**src/rtl/multicycle_reg_sequencer_if.sv**
```systemverilog
// Control/handshake bundle between the multicycle sequencer and the datapath/memory.
// The sequencer takes the slave view; the datapath side (or a bench) takes the master view.
interface multicycle_reg_sequencer_if;
  logic        Run;
  logic [5:0]  Instr_Op;
  logic        Zero;
  logic        Mem_Ready;
  logic        PC_WE;
  logic        PC_Sel;
  logic        IR_WE;
  logic        AB_WE;
  logic        ALUOut_WE;
  logic        MDR_WE;
  logic        RF_WE;
  logic        RF_WrSel;
  logic        Mem_Rd;
  logic        Mem_Wr;
  logic        Instr_Done;
  logic        Error;
  logic [15:0] Retired;
  logic [2:0]  State;

  modport slave (
    input  Run, Instr_Op, Zero, Mem_Ready,
    output PC_WE, PC_Sel, IR_WE, AB_WE, ALUOut_WE, MDR_WE, RF_WE, RF_WrSel,
           Mem_Rd, Mem_Wr, Instr_Done, Error, Retired, State
  );

  modport master (
    output Run, Instr_Op, Zero, Mem_Ready,
    input  PC_WE, PC_Sel, IR_WE, AB_WE, ALUOut_WE, MDR_WE, RF_WE, RF_WrSel,
           Mem_Rd, Mem_Wr, Instr_Done, Error, Retired, State
  );
endinterface

```
**src/rtl/multicycle_reg_sequencer.sv**
```systemverilog
// Multicycle datapath control FSM: sequences pipeline-register and register-file write
// enables, runs the memory handshake, counts retired instructions and flags faults.
module multicycle_reg_sequencer #(
  parameter logic [5:0]  OP_RTYPE    = 6'b100000,
  parameter logic [5:0]  OP_LW       = 6'b001111,
  parameter logic [5:0]  OP_SW       = 6'b011111,
  parameter logic [5:0]  OP_BEQ      = 6'b010000,
  parameter int unsigned MEM_TIMEOUT = 16
) (
  input  logic                        Clk,
  input  logic                        Reset_n,
  multicycle_reg_sequencer_if.slave   bus
);

  localparam int unsigned WAIT_W = $clog2(MEM_TIMEOUT + 1);
  localparam logic [WAIT_W-1:0] WAIT_LAST = WAIT_W'(MEM_TIMEOUT - 1);
  localparam logic [WAIT_W-1:0] WAIT_ONE  = WAIT_W'(1);

  typedef enum logic [2:0] {
    ST_IDLE   = 3'd0,
    ST_FETCH  = 3'd1,
    ST_DECODE = 3'd2,
    ST_EXEC   = 3'd3,
    ST_MEM    = 3'd4,
    ST_WB     = 3'd5
  } state_t;

  state_t              state_r, state_nxt_s, end_state_s;
  logic [5:0]          op_r, op_nxt_s;
  logic [WAIT_W-1:0]   wait_r, wait_nxt_s;
  logic                error_r, error_nxt_s;
  logic [15:0]         retired_r, retired_nxt_s;
  logic                timeout_s, mem_wait_s;
  logic pc_we_s, pc_sel_s, ir_we_s, ab_we_s, alu_we_s, mdr_we_s;
  logic rf_we_s, rf_wrsel_s, mem_rd_s, mem_wr_s, done_s;

  function automatic logic legal_op(input logic [5:0] op);
    return (op == OP_RTYPE) || (op == OP_LW) || (op == OP_SW) || (op == OP_BEQ);
  endfunction

  // Run is only consulted when an instruction retires, so it never aborts one midway.
  assign end_state_s   = bus.Run ? ST_FETCH : ST_IDLE;
  assign timeout_s     = (wait_r == WAIT_LAST);
  assign mem_wait_s    = ((state_r == ST_FETCH) || (state_r == ST_MEM)) && !bus.Mem_Ready;
  assign retired_nxt_s = done_s ? (retired_r + 16'd1) : retired_r;

  // Next-state, enable/request decode and wait-counter update.
  always_comb begin
    state_nxt_s = state_r;
    op_nxt_s    = op_r;
    error_nxt_s = error_r;
    wait_nxt_s  = wait_r;
    pc_we_s  = 1'b0;  pc_sel_s   = 1'b0;  ir_we_s  = 1'b0;  ab_we_s  = 1'b0;
    alu_we_s = 1'b0;  mdr_we_s   = 1'b0;  rf_we_s  = 1'b0;  rf_wrsel_s = 1'b0;
    mem_rd_s = 1'b0;  mem_wr_s   = 1'b0;  done_s   = 1'b0;
    case (state_r)
      ST_IDLE: begin
        if (bus.Run) begin
          state_nxt_s = ST_FETCH;
          error_nxt_s = 1'b0;
        end else begin
          state_nxt_s = ST_IDLE;
        end
      end
      ST_FETCH: begin
        mem_rd_s = 1'b1;
        if (bus.Mem_Ready) begin
          ir_we_s     = 1'b1;
          pc_we_s     = 1'b1;
          state_nxt_s = ST_DECODE;
        end else if (timeout_s) begin
          state_nxt_s = ST_IDLE;
          error_nxt_s = 1'b1;
        end else begin
          state_nxt_s = ST_FETCH;
        end
      end
      ST_DECODE: begin
        ab_we_s  = 1'b1;
        op_nxt_s = bus.Instr_Op;
        if (legal_op(bus.Instr_Op)) begin
          state_nxt_s = ST_EXEC;
        end else begin
          state_nxt_s = ST_IDLE;
          error_nxt_s = 1'b1;
        end
      end
      ST_EXEC: begin
        case (op_r)
          OP_RTYPE: begin alu_we_s = 1'b1; state_nxt_s = ST_WB;  end
          OP_LW:    begin alu_we_s = 1'b1; state_nxt_s = ST_MEM; end
          OP_SW:    begin alu_we_s = 1'b1; state_nxt_s = ST_MEM; end
          OP_BEQ: begin
            pc_we_s     = bus.Zero;
            pc_sel_s    = 1'b1;
            done_s      = 1'b1;
            state_nxt_s = end_state_s;
          end
          default: begin state_nxt_s = ST_IDLE; error_nxt_s = 1'b1; end
        endcase
      end
      ST_MEM: begin
        mem_rd_s = (op_r == OP_LW);
        mem_wr_s = (op_r == OP_SW);
        if (bus.Mem_Ready) begin
          if (op_r == OP_LW) begin
            mdr_we_s    = 1'b1;
            state_nxt_s = ST_WB;
          end else if (op_r == OP_SW) begin
            done_s      = 1'b1;
            state_nxt_s = end_state_s;
          end else begin
            state_nxt_s = ST_IDLE;
            error_nxt_s = 1'b1;
          end
        end else if (timeout_s) begin
          state_nxt_s = ST_IDLE;
          error_nxt_s = 1'b1;
        end else begin
          state_nxt_s = ST_MEM;
        end
      end
      ST_WB: begin
        rf_we_s     = 1'b1;
        rf_wrsel_s  = (op_r == OP_LW);
        done_s      = 1'b1;
        state_nxt_s = end_state_s;
      end
      default: begin
        state_nxt_s = ST_IDLE;
      end
    endcase
    // Wait count is per-state: any transition restarts it.
    if (state_nxt_s != state_r) begin
      wait_nxt_s = '0;
    end else if (mem_wait_s) begin
      wait_nxt_s = wait_r + WAIT_ONE;
    end else begin
      wait_nxt_s = wait_r;
    end
  end

  // Sequencer state, latched opcode, wait counter, sticky error and retire count.
  always_ff @(posedge Clk or negedge Reset_n) begin
    if (!Reset_n) begin
      state_r   <= ST_IDLE;
      op_r      <= 6'd0;
      wait_r    <= '0;
      error_r   <= 1'b0;
      retired_r <= 16'd0;
    end else begin
      state_r   <= state_nxt_s;
      op_r      <= op_nxt_s;
      wait_r    <= wait_nxt_s;
      error_r   <= error_nxt_s;
      retired_r <= retired_nxt_s;
    end
  end

  assign bus.PC_WE      = pc_we_s;
  assign bus.PC_Sel     = pc_sel_s;
  assign bus.IR_WE      = ir_we_s;
  assign bus.AB_WE      = ab_we_s;
  assign bus.ALUOut_WE  = alu_we_s;
  assign bus.MDR_WE     = mdr_we_s;
  assign bus.RF_WE      = rf_we_s;
  assign bus.RF_WrSel   = rf_wrsel_s;
  assign bus.Mem_Rd     = mem_rd_s;
  assign bus.Mem_Wr     = mem_wr_s;
  assign bus.Instr_Done = done_s;
  assign bus.Error      = error_r;
  assign bus.Retired    = retired_r;
  assign bus.State      = state_r;

endmodule

```
**src/flat_wrapper.sv**
```systemverilog
// flat-port wrapper written by rule: the top's interface ports become plain ports
module multicycle_reg_sequencer_flat 
#(
  parameter logic [5:0]  OP_RTYPE    = 6'b100000,
  parameter logic [5:0]  OP_LW       = 6'b001111,
  parameter logic [5:0]  OP_SW       = 6'b011111,
  parameter logic [5:0]  OP_BEQ      = 6'b010000,
  parameter int unsigned MEM_TIMEOUT = 16
)
  (Clk, Reset_n, bus_Run, bus_Instr_Op, bus_Zero, bus_Mem_Ready, bus_PC_WE, bus_PC_Sel, bus_IR_WE, bus_AB_WE, bus_ALUOut_WE, bus_MDR_WE, bus_RF_WE, bus_RF_WrSel, bus_Mem_Rd, bus_Mem_Wr, bus_Instr_Done, bus_Error, bus_Retired, bus_State);
  multicycle_reg_sequencer_if bus_i ();
  input  logic Clk;
  input  logic Reset_n;
  input wire logic [$bits(bus_i.Run)-1:0] bus_Run;
  input wire logic [$bits(bus_i.Instr_Op)-1:0] bus_Instr_Op;
  input wire logic [$bits(bus_i.Zero)-1:0] bus_Zero;
  input wire logic [$bits(bus_i.Mem_Ready)-1:0] bus_Mem_Ready;
  output wire logic [$bits(bus_i.PC_WE)-1:0] bus_PC_WE;
  output wire logic [$bits(bus_i.PC_Sel)-1:0] bus_PC_Sel;
  output wire logic [$bits(bus_i.IR_WE)-1:0] bus_IR_WE;
  output wire logic [$bits(bus_i.AB_WE)-1:0] bus_AB_WE;
  output wire logic [$bits(bus_i.ALUOut_WE)-1:0] bus_ALUOut_WE;
  output wire logic [$bits(bus_i.MDR_WE)-1:0] bus_MDR_WE;
  output wire logic [$bits(bus_i.RF_WE)-1:0] bus_RF_WE;
  output wire logic [$bits(bus_i.RF_WrSel)-1:0] bus_RF_WrSel;
  output wire logic [$bits(bus_i.Mem_Rd)-1:0] bus_Mem_Rd;
  output wire logic [$bits(bus_i.Mem_Wr)-1:0] bus_Mem_Wr;
  output wire logic [$bits(bus_i.Instr_Done)-1:0] bus_Instr_Done;
  output wire logic [$bits(bus_i.Error)-1:0] bus_Error;
  output wire logic [$bits(bus_i.Retired)-1:0] bus_Retired;
  output wire logic [$bits(bus_i.State)-1:0] bus_State;
  assign bus_i.Run = bus_Run;
  assign bus_i.Instr_Op = bus_Instr_Op;
  assign bus_i.Zero = bus_Zero;
  assign bus_i.Mem_Ready = bus_Mem_Ready;
  assign bus_PC_WE = bus_i.PC_WE;
  assign bus_PC_Sel = bus_i.PC_Sel;
  assign bus_IR_WE = bus_i.IR_WE;
  assign bus_AB_WE = bus_i.AB_WE;
  assign bus_ALUOut_WE = bus_i.ALUOut_WE;
  assign bus_MDR_WE = bus_i.MDR_WE;
  assign bus_RF_WE = bus_i.RF_WE;
  assign bus_RF_WrSel = bus_i.RF_WrSel;
  assign bus_Mem_Rd = bus_i.Mem_Rd;
  assign bus_Mem_Wr = bus_i.Mem_Wr;
  assign bus_Instr_Done = bus_i.Instr_Done;
  assign bus_Error = bus_i.Error;
  assign bus_Retired = bus_i.Retired;
  assign bus_State = bus_i.State;
  multicycle_reg_sequencer #(.OP_RTYPE(OP_RTYPE), .OP_LW(OP_LW), .OP_SW(OP_SW), .OP_BEQ(OP_BEQ), .MEM_TIMEOUT(MEM_TIMEOUT)) u_core (.Clk(Clk), .Reset_n(Reset_n), .bus(bus_i));
endmodule
```
**config.mk**
```make
export PLATFORM = sky130hd
export DESIGN_NAME = multicycle_reg_sequencer_flat
export DESIGN_NICKNAME = d
export VERILOG_FILES = /design/src/rtl/multicycle_reg_sequencer_if.sv /design/src/rtl/multicycle_reg_sequencer.sv /design/src/flat_wrapper.sv
export SDC_FILE = /design/constraint.sdc
export NUM_CORES = 1
export LEC_CHECK = 0
export ABC_CLOCK_PERIOD_IN_PS = 6500
export CORE_MARGIN = 2
export CORE_UTILIZATION = 53
export DETAILED_ROUTE_END_ITERATION = 10
export PLACE_DENSITY = 0.84
export SLEW_MARGIN = 20
export SYNTH_ARGS = -nofsm -noshare
export SYNTH_HDL_FRONTEND = slang
export SYNTH_SLANG_ARGS = --single-unit
```
**constraint.sdc**
```tcl
create_clock -name Clk -period 6.5 [get_ports Clk]
set_input_delay 1.3 -clock Clk [delete_from_list [all_inputs] [get_ports Clk]]
set_output_delay 1.3 -clock Clk [all_outputs]
set_load 0.01 [all_outputs]
```
==> implementation parameters <==
Parameter                              Value

Synthesis
  Combined area of all synthesized cells ... 0.001729 mm2
  Sequential area share after synthesis ... around 45%
  Share of the synthesized area in the top cell type ... between 40% and 50%
  Ys async rst share ... 100.0%
  Syn Nets ... approximately 180
  FF+latch count, synth ... 31
  Ranking of synthesized cells by area ... sky130_fd_sc_hd__dfrtp_1 (45%), sky130_fd_sc_hd__xnor2_1 (7.6%), sky130_fd_sc_hd__mux2_2 (3.9%)
  Cell count after synthesis ... roughly 170
  Average cell area after synthesis ... just over 10 um2
  Post-synth cell types ... 44
  Dominant synthesized flop cell ... sky130_fd_sc_hd__dfrtp_1
  Largest area contributor in the netlist ... sky130_fd_sc_hd__dfrtp_1
  Count of synthesis-stage warnings from yosys ... 0
  Post-synth EDFFs ... 0

Finish
  Diodes inserted ... 0
  Synthesis-to-layout area growth ... 28.65%
  Number of standard cells in the final layout excluding fillers ... around 260
  Layout cell share with drive strength beyond 1 ... 10.85%
  Commonest cells after routing, fill and taps aside ... sky130_fd_sc_hd__clkdlybuf4s50_1 (41), sky130_fd_sc_hd__dfrtp_1 (31), sky130_fd_sc_hd__nand2_1 (15), sky130_fd_sc_hd__xnor2_1 (15), sky130_fd_sc_hd__nand3_1 (7)
  Most frequent standard cell in the layout excluding fill and tap cells ... sky130_fd_sc_hd__clkdlybuf4s50_1
  Net count, final ... about 230

Clock tree
  TritonCTS Sinks ... 31
  Gates resized, CTS repair ... 0
  Clock root buffer ... sky130_fd_sc_hd__clkbuf_4
  Clock tree from TritonCTS ... done
  Number of CTS-inserted buffers ... 5
  Clock transition at the register clock pins on the worst setup and hold paths after CTS ... around 0.090 ns
  Maximum clock path buffer count ... 2
  Maximum level of the CTS H-tree ... 2
  Count of hold-fix buffers inserted at cts ... 0
  Post-CTS repair timing setup buffer count ... 0
  Clk_lat worst skew ... about 0.32 ns

Floorplanning
  Die Width ... 61.12 um
  Core ar. ... about 0.0031 mm2
  Full die area ... between 0.003 and 0.004 mm2
  Floorplan die height ... around 61 um
  Starting Density ... roughly 56%
  Placement Rows ... 20
  Top Ports ... 42

Timing
  Fin crit share ... a little under three quarters
  Sum Neg Setup Slack ... 0 ns
  Hold violation count in the final report ... 0
  Highest clock rate ... roughly 220 MHz
  Post-route clock skew ... 0.006756 ns
  Final setup viols ... 0
  Count of final max-slew check failures ... 0
  Setup repair after global routing missed its margin ... no
  Transition time at the pin with the least slew margin ... a little under 0.6 ns
  Final worst path period need ... 4.644 ns
  Crit path setup slack, layout ... between 1.5 and 2 ns
  Relative slew margins ... 61.20%

Global routing
  Maximum number of pins on one net before global-route repair ... 32
  Antenna violations before repair ... 0
  Total overflow reported by the global router ... 0
  Global routing usage summed across all routing layers ... about 23%
  First-pass GRT wire length ... ~6200 um
  Via count of the first global-routing pass ... between 1000 and 1500

Placed design
  Pre-CTS setup slack ... between 1.5 and 2 ns
  Post-placement cell count ... around 250
  Last weighted congestion value of the routability-driven placer ... 0.8287
  Number of buffers added on ports ... 41
  DP HPWL ... roughly 2800 um

Worst setup path
  Kind of capture point of the worst setup path ... output port
  Type of element launching the critical path ... primary input
  Data arrival at the endpoint of the critical path ... between 3 and 4 ns
  Worst Reg-to-Reg Cells ... 9
  Capturing point of the worst reg2reg path ... u_core.bus.Error$_DFFE_PN0P_
  Register-to-register path setup slack ... ~4.1 ns
  Startpoint of the most critical register-to-register path ... u_core.wait_r[0]$_DFFE_PN0P_
  Largest fanout of any net on the critical path ... 6
  Worst endpoint required time ... 5.20 ns
  Start-to-end type of the worst setup path ... primary input to output port

Pwr
  Maximum VDD drop ... ~0.22 mV
  Leakage dissipation ... ~0.94 nW
  Pwr dens ... approximately 280 mW/mm2

Flow run
  Maximum Capacitance Violations ... 0

Detailed routing
  Per-cell via count in the routed design ... 5.555
  Routed vias ... between 1000 and 1500
  DRT Pass-1 Iters ... 4
  WL final ... around 3600 um
  Number of DRC violations after detailed-routing iteration 0 ... between 60 and 70
  DRC ... 0
  Routed Antenna Nets ... 0
  Wire per inst ... around 14 um

Hold path
  Worst hold path endpoint ... u_core.bus.Retired[15]$_DFFE_PN0P_
  Worst hold path depth ... 1
  Beginning of the worst hold path ... u_core.bus.Retired[15]$_DFFE_PN0P_
  Path type of the worst min-delay path ... register to register

Run status
  Status ... finished clean
[cells in the mapped netlist, types with 2 or more instances]
master,instances
sky130_fd_sc_hd__clkbuf_1,2
sky130_fd_sc_hd__o21ai_0,5
sky130_fd_sc_hd__nor2b_1,3
sky130_fd_sc_hd__dfrtp_1,31
sky130_fd_sc_hd__nor2_1,6
sky130_fd_sc_hd__mux2_2,6
sky130_fd_sc_hd__o22ai_1,2
sky130_fd_sc_hd__nand2b_1,4
sky130_fd_sc_hd__nor3_1,4
sky130_fd_sc_hd__inv_1,6
sky130_fd_sc_hd__mux2_1,2
sky130_fd_sc_hd__xnor2_1,15
sky130_fd_sc_hd__nor3_4,2
sky130_fd_sc_hd__nand3b_1,2
sky130_fd_sc_hd__ha_1,3
sky130_fd_sc_hd__nand4_1,6
sky130_fd_sc_hd__nand2_1,15
sky130_fd_sc_hd__buf_4,2
sky130_fd_sc_hd__and2_1,4
sky130_fd_sc_hd__nor4_1,3
sky130_fd_sc_hd__and3_1,6
sky130_fd_sc_hd__nand3_1,7
sky130_fd_sc_hd__a31oi_1,2
sky130_fd_sc_hd__xor2_1,4
sky130_fd_sc_hd__nor3_2,3
sky130_fd_sc_hd__a21oi_1,4
[routing by layer]
metal | routed length (um) | vias to the layer above | GRT usage, % | part of all wire [%]
met4 | 61 | 0 | 9.317 | 1.7
li1 | - | 694 | - | -
met1 | 1615 | 683 | 31.31 | 45
met3 | 165 | 8 | 4.832 | 4.6
met2 | 1767 | 37 | 34.95 | 49
met5 | 0 | - | 0 | 0
[stage by stage]
| step | total power, mW | hold slack [ns] | cell area, um2 | utilization (%) |
|---|---|---|---|---|
| after floorplan | 0.4271 | 0.4955 | 1729 | - |
| after global placement | 0.5045 | 0.4576 | 2175 | 70.65 |
| after detailed placement | 0.5147 | 0.4684 | 2175 | 70.65 |
| after CTS | 0.6204 | 0.4810 | 2225 | 72.28 |
| after global routing | 0.6637 | 0.5070 | 2225 | 72.28 |
| final | 0.6141 | 0.4809 | 2225 | 72.28 |
[worst max-delay path by stage]
stage / endpoint / slack, ns / cells after the start / startpoint
floorplan: bus_Instr_Done / 3.18 / 4 / bus_Mem_Ready
global placement: bus_Instr_Done / 1.93 / 5 / bus_Mem_Ready
detailed placement: bus_Instr_Done / 1.87 / 5 / bus_Mem_Ready
CTS: bus_Instr_Done / 1.87 / 5 / bus_Mem_Ready
global route: bus_Instr_Done / 1.71 / 5 / bus_Mem_Ready
finish: bus_Instr_Done / 1.86 / 5 / bus_Mem_Ready
[power breakdown]
group	leakage [nW]	switching (mW)	total, mW	internal, mW
sequential	0.409	0.0611	0.291	0.230
clock	0.0293	0.0618	0.104	0.0421
combinational	0.506	0.103	0.219	0.117
total	0.944	0.226	0.614	0.389
[layout make-up]
| type | instances | area, um2 |
|---|---|---|
| multi-input combinational | 125 | 903.4 |
| tap | 44 | 55.05 |
| clock inverter | 1 | 5.005 |
| inverter | 6 | 22.52 |
| timing repair buffer | 42 | 417.9 |
| fill | 237 | 853.3 |
| clock buffer | 7 | 45.04 |
| sequential | 31 | 775.7 |
[cells by family (layout without fill, tap and decap cells)]
group / after synthesis / after routing / synth area share [%]
XOR/XNOR: 19 / 19 / 9.624
AND/OR/NAND/NOR: 72 / 72 / 25.33
buffers and inverters: 11 / 56 / 2.894
flip-flops: 31 / 31 / 44.86
multiplexers: 9 / 9 / 5.788
adder cells (fa/ha/maj): 3 / 3 / 2.171
AO/OA/AOI/OAI: 22 / 22 / 9.335
[state kept, by name, summed over array words and instances, names as in the netlist]
signal and cells:
u_core.op_r 6, u_core.bus.State 3, u_core.bus.Error 1, u_core.bus.Retired 16, u_core.wait_r 5
[critical path: stages]
cell and delay (ns):
sky130_fd_sc_hd__clkdlybuf4s50_1 0.60, sky130_fd_sc_hd__nand4bb_1 0.18, sky130_fd_sc_hd__nor3_1 0.38, sky130_fd_sc_hd__or3_1 0.29, sky130_fd_sc_hd__clkdlybuf4s50_1 0.58
Power figures use the tool's default switching activity.
